==> config.mk <==
export PLATFORM = sky130hd
export DESIGN_NAME = shift_register_sipo
export DESIGN_NICKNAME = d
export VERILOG_FILES = /design/src/rtl/shift_register_sipo.sv
export SDC_FILE = /design/constraint.sdc
export NUM_CORES = 1
export LEC_CHECK = 0
export CAP_MARGIN = 20
export CORE_AREA = 5 5 42 44
export CTS_CLUSTER_SIZE = 16
export DETAILED_ROUTE_END_ITERATION = 10
export DIE_AREA = 0 0 47 49
export HOLD_SLACK_MARGIN = 0.02
export SLEW_MARGIN = 20
export SYNTH_ARGS = -nofsm -noshare
export SYNTH_HDL_FRONTEND = slang
export SYNTH_SLANG_ARGS = --single-unit
==> constraint.sdc <==
create_clock -name clk_i -period 1.2 [get_ports clk_i]
set_input_delay 0.24 -clock clk_i [delete_from_list [all_inputs] [get_ports clk_i]]
set_output_delay 0.24 -clock clk_i [all_outputs]
set_load 0.01 [all_outputs]
==> src/rtl/shift_register_sipo.sv <==
// Serial-in, parallel-out deserializer: collects WIDTH strobed bits into a
// word and presents it on a held parallel output with a one-cycle valid pulse.
module shift_register_sipo #(
  parameter int unsigned  WIDTH     = 4,
  parameter bit           MSB_FIRST = 1'b1,
  localparam int unsigned CW        = (WIDTH > 1) ? $clog2(WIDTH) : 1
) (
  input  logic             clk_i,
  input  logic             rst_i,
  input  logic             en_i,
  input  logic             d_i,
  input  logic             clr_i,
  output logic [WIDTH-1:0] q_o,
  output logic             valid_o,
  output logic             busy_o,
  output logic [CW-1:0]    bit_cnt_o
);

  localparam logic [CW-1:0] LAST_BIT = CW'(WIDTH - 1);

  // Frame position is fully captured by the bit counter; the state is a view of it.
  typedef enum logic {
    IDLE  = 1'b0,
    SHIFT = 1'b1
  } state_e;

  logic [WIDTH-1:0] sr_q, sr_d;
  logic [WIDTH-1:0] q_q, q_d;
  logic [CW-1:0]    cnt_q, cnt_d;
  logic             valid_q, valid_d;
  logic [WIDTH-1:0] shifted;
  state_e           state_c;

  // State registers with asynchronous reset.
  always_ff @(posedge clk_i or posedge rst_i) begin
    if (rst_i) begin
      sr_q    <= '0;
      q_q     <= '0;
      cnt_q   <= '0;
      valid_q <= 1'b0;
    end else begin
      sr_q    <= sr_d;
      q_q     <= q_d;
      cnt_q   <= cnt_d;
      valid_q <= valid_d;
    end
  end

  // Next-state: clr beats en; the last bit of a frame loads the output word.
  always_comb begin
    sr_d    = sr_q;
    q_d     = q_q;
    cnt_d   = cnt_q;
    valid_d = 1'b0;
    if (MSB_FIRST) begin
      shifted = {sr_q[WIDTH-2:0], d_i};
    end else begin
      shifted = {d_i, sr_q[WIDTH-1:1]};
    end
    if (clr_i) begin
      sr_d  = '0;
      cnt_d = '0;
    end else if (en_i) begin
      sr_d = shifted;
      if (cnt_q == LAST_BIT) begin
        q_d     = shifted;
        valid_d = 1'b1;
        cnt_d   = '0;
      end else begin
        cnt_d = cnt_q + CW'(1);
      end
    end
  end

  assign state_c   = (cnt_q == '0) ? IDLE : SHIFT;
  assign busy_o    = (state_c == SHIFT);
  assign q_o       = q_q;
  assign valid_o   = valid_q;
  assign bit_cnt_o = cnt_q;

endmodule

Word-level counts from Yosys, hierarchy flattened

Index checks and enable logic that the tools add are counted.

Bits in registers: 10
Bits in latches: 0
RAM bits: 0
ROM bits: 0
Input port bits: 5
Logic and storage cells: 19
Memories kept: 0

Add/sub/neg operators: 1
$mul: 0
Div/mod/pow operators: 0
Order comparisons: 0
Equal/unequal tests: 1
Shifts and indexed selects: 0
Muxes and demuxes: 9
Bitwise operators: 1
Reductions and logical operators: 3

Operators by type and width:

| kind                                        | number |
|---|---|
| 2-to-1 mux 2 bit                            | 3 |
| 2-to-1 mux 3 bit                            | 2 |
| 2-to-1 mux 1 bit                            | 4 |
| AND reduction 3 bit                         | 1 |
| adder 2 x 1 -> 2 bit, second input constant | 1 |
| equality test 2 bit, second input constant  | 1 |
| logical NOT 2 bit                           | 1 |
| nonzero test 2 bit                          | 1 |
| inverter 1 bit                              | 1 |

Logic depth before layout (Yosys ltp)

Gate-level depths: netlist (run 1).

Depth in word-level cells: 4
Depth in mapped cells: 4
Depth with buffers taken out: 4

Worst setup path before layout (run 1)

Ideal clock, no wire load.

Path type: reg-to-reg
Start: reg cnt_q[0] (netlist: bit_cnt_o[0])
End: reg q_q[0] (netlist: q_o[0])
Data arrival time: 1081 ps
Data required time: 1075 ps
Slack: -6 ps
Stages on the path, launching flop included: 4
Buffers on the path: 0
Period minus slack after synthesis: 1206 ps
Cells stage by stage: dfrtp_1 ha_1 nand3b_4 mux2_4

Longest elaborated chain between the ends: 2

Ends and longest elaborated chain:

| element                              | line | source |
|---|---|---|
| start, declared                      | 29   | `logic [CW-1:0] cnt_q, cnt_d;` |
| start signal, assigned               | 44   | `cnt_q <= cnt_d;` |
| equality test 2 bit                  | 65   | `if (cnt_q == LAST_BIT) begin` |
| AND reduction 3 bit (no source line) | n/a  |  |
| end signal, assigned                 | 43   | `q_q <= q_d;` |
| end, declared                        | 28   | `logic [WIDTH-1:0] q_q, q_d;` |

No other way between the ends.
A chain may end at the register's enable or synchronous reset.

Worst setup path after layout (run 1)

Start: reg cnt_q[0] (netlist: bit_cnt_o[0])
End: out busy_o

Longest elaborated chain between the ends: 2

Ends and longest elaborated chain:

| element           | line | source |
|---|---|---|
| logical NOT 2 bit | 75   | `assign state_c = (cnt_q == '0) ? IDLE : SHIFT;` |
| 2-to-1 mux 1 bit  | 75   |  |
| end, declared     | 15   | `output logic busy_o,` |

No other way between the ends.

==> results of run 1 <==
[state kept, by name (all words and copies together) (netlist names)]
name	flops
sr_q	3
q_o	4
bit_cnt_o	2
valid_o	1
[repair_timing]
item,in CTS,in global routing
hold endpoints to repair,0,0
endpoints found under the setup margin,12,7
setup buffers,0,2
resized for setup,18,2
[power by group]
| part | leakage (nW) | switching (mW) | internal (mW) | total [mW] |
|---|---|---|---|---|
| logic | 0.228 | 0.0625 | 0.0806 | 0.143 |
| registers | 0.136 | 0.0114 | 0.358 | 0.370 |
| clock network | 0.0210 | 0.110 | 0.184 | 0.294 |
| total | 0.386 | 0.183 | 0.623 | 0.806 |
[metal layers]
layer	track usage	vias to the layer above	wire length [µm]
met5	0	-	0
met4	0.0691	0	29
met3	0.0332	4	68
met2	0.133	11	399
met1	0.0795	142	317
li1	-	146	-
[final timing paths]
kind                       cells after the start  slack, ps                  end                startpoint
min in group clk_i                             1        510   q_o[0]$_DFFE_PP0P_        q_o[0]$_DFFE_PP0P_
max in group asynchronous                      2        690  sr_q[1]$_DFFE_PP0P_                     rst_i
min                                            2        240   q_o[2]$_DFFE_PP0P_                     rst_i
max reg2reg                                    4        -20   q_o[3]$_DFFE_PP0P_  bit_cnt_o[0]$_DFFE_PP0P_
max                                            4        -30               busy_o  bit_cnt_o[0]$_DFFE_PP0P_
min reg2reg                                    1        510   q_o[0]$_DFFE_PP0P_        q_o[0]$_DFFE_PP0P_
[layout by cell type, fill, tap and decap left out, drive strengths merged]
master and n:
nand3b 1, nor2 5, xnor2 1, mux2i 4, buf 9, dfrtp 10, clkdlybuf4s50 4, clkdlybuf4s15 2
ha 2, mux2 4, dlygate4sd2 3, inv 5, clkbuf 4
[metrics by stage]
stage | setup WS [ps] | util | TNS [ps]
floorplan | 20.5 | - | 0
global placement | -146 | 0.438 | -1180
detailed placement | -165 | 0.438 | -1270
CTS | -46.3 | 0.456 | -161
global route | -77.9 | 0.469 | -256
finish | -29.8 | 0.469 | -117
[critical path, stage by stage (launching register included)]
cell and delay (ps):
dfrtp_1 340, inv_1 40, ha_1 190, inv_1 40, buf_2 120
[cell families (layout without fill, tap and decap cells)]
group | count (synthesis) | in the layout | synth area share
xor+xnor | 1 | 1 | 0.0193
fa+ha+maj | 2 | 2 | 0.0552
buf+inv | 6 | 27 | 0.0663
flops | 10 | 10 | 0.552
mux | 8 | 8 | 0.221
simple gates | 6 | 6 | 0.0856
[final cells by class]
type                            count  area (µm²)
Timing Repair Buffer               18         146
Sequential cell                    10         250
Multi-Input combinational cell     17         185
Clock buffer                        4        36.3
Fill cell                         137         744
Tap cell                           16        20.0
Inverter                            5        18.8
==> results.cfg, run 1 <==
[status]
status = finished, violations left
violations = negative setup slack

[placement]
port_buffers = 12
finalWeightedCongestion = 0.761
placedCellCount = 64
dp_hpwl_um = 614
dpl-instance-area_um2 = 614

[global_routing]
antenna_found_initial = 0
first_global_vias = 311
grt_pass1_wl_mm = 1.31
grt_max_degree = 11
grt_overflow_total = 0
grt.total_usage = 0.0840

[floorplan]
start_util = 0.323
die-area_um2 = 2300
fp.dieW_um = 47
rows = 14
die_height_um = 49
io_pins = 13
core_area_um2 = 1400

[routing]
vias = 303
routedWlPerCell_um = 11.6
viasPerCell = 4.33
final_antenna_net_count = 0
drt_first_pass_iters = 4
postRouteWirelength_um = 815
drt-initial-drc-count = 2
drc_errors = 0

[logic_synthesis]
synthArstFlopShare = 1.00
ys_types = 9
syn_nets = 40
synth-main-ff-cell = dfrtp_1
netlist_area_um2 = 453
netlist.area_leader.share = 0.552
yosys_warnings = 0
ys_seq_area_frac = 0.552
synth_area_leaders = dfrtp_1, mux2_4, mux2i_1, ha_1, nand3b_4
synth-edff-count = 0
synthTopCellsByCount = dfrtp_1, inv_1, nor2_1
ys_ff_latch = 10
yosysMostFrequentCell = dfrtp_1
synth_cells = 33
yosys.area.top_type = dfrtp_1
postSynthAreaPerCell_um2 = 13.7

[final_layout]
fin_nets = 62
num_antenna_cells = 0
drive_above_1_share = 0.352
area_growth_pct = 45.0
final_cells = 70
fin_area_um2 = 657

[min_path]
hp-class = input pin to asynchronous set/reset pin

[sta]
slew_violations = 0
holdWs_ps = 245
slew_headroom = 0.753
setup_viol = 5
fin_skew_ps = 3.49
hold_viol = 0
fmax_ghz = 0.813
setup_ws_ps = -29.8
rsz0062_at_grt = true
worstMarginPinSlew_ps = 371
period_share = 1.02
fin_crit_ps = 1230

[worst_setup_path]
cp.arrival_ps = 990
startpoint_type = flop
worst_ep_required_time_ps = 960
worstPathMaxFanout = 2
endpoint_kind = output pin
worstSetupPathType = flop to output pin

[power_and_ir_drop]
finalPower_uw = 806
leakagePower_nw = 0.386
p_per_area_nw_per_um2 = 1230
ir_drop_v = 0.000789

[clock_tree]
clockRootBuffer = clkbuf_4
clk_pin_slew_ps = 60
clk_latency_ps = 260
clock_sinks = 10
h-tree-depth = 1
clk_path_buf_depth = 2
cts_made_buffers = 3
cts_tree = done
ctsHoldBuffers = 0

[job]
drv_cap = 0
(Power assumes the default switching activity.)
==> inputs of run 2 (changes only) <==
--- a/config.mk
+++ b/config.mk
@@ -5,6 +5,7 @@
 export SDC_FILE = /design/constraint.sdc
 export NUM_CORES = 1
 export LEC_CHECK = 0
+export ABC_AREA = 0
 export CAP_MARGIN = 20
 export CORE_AREA = 5 5 42 44
 export CTS_CLUSTER_SIZE = 16
==> results of run 2 <==
Final layout, timing and power as in run 1 (identical DEF).
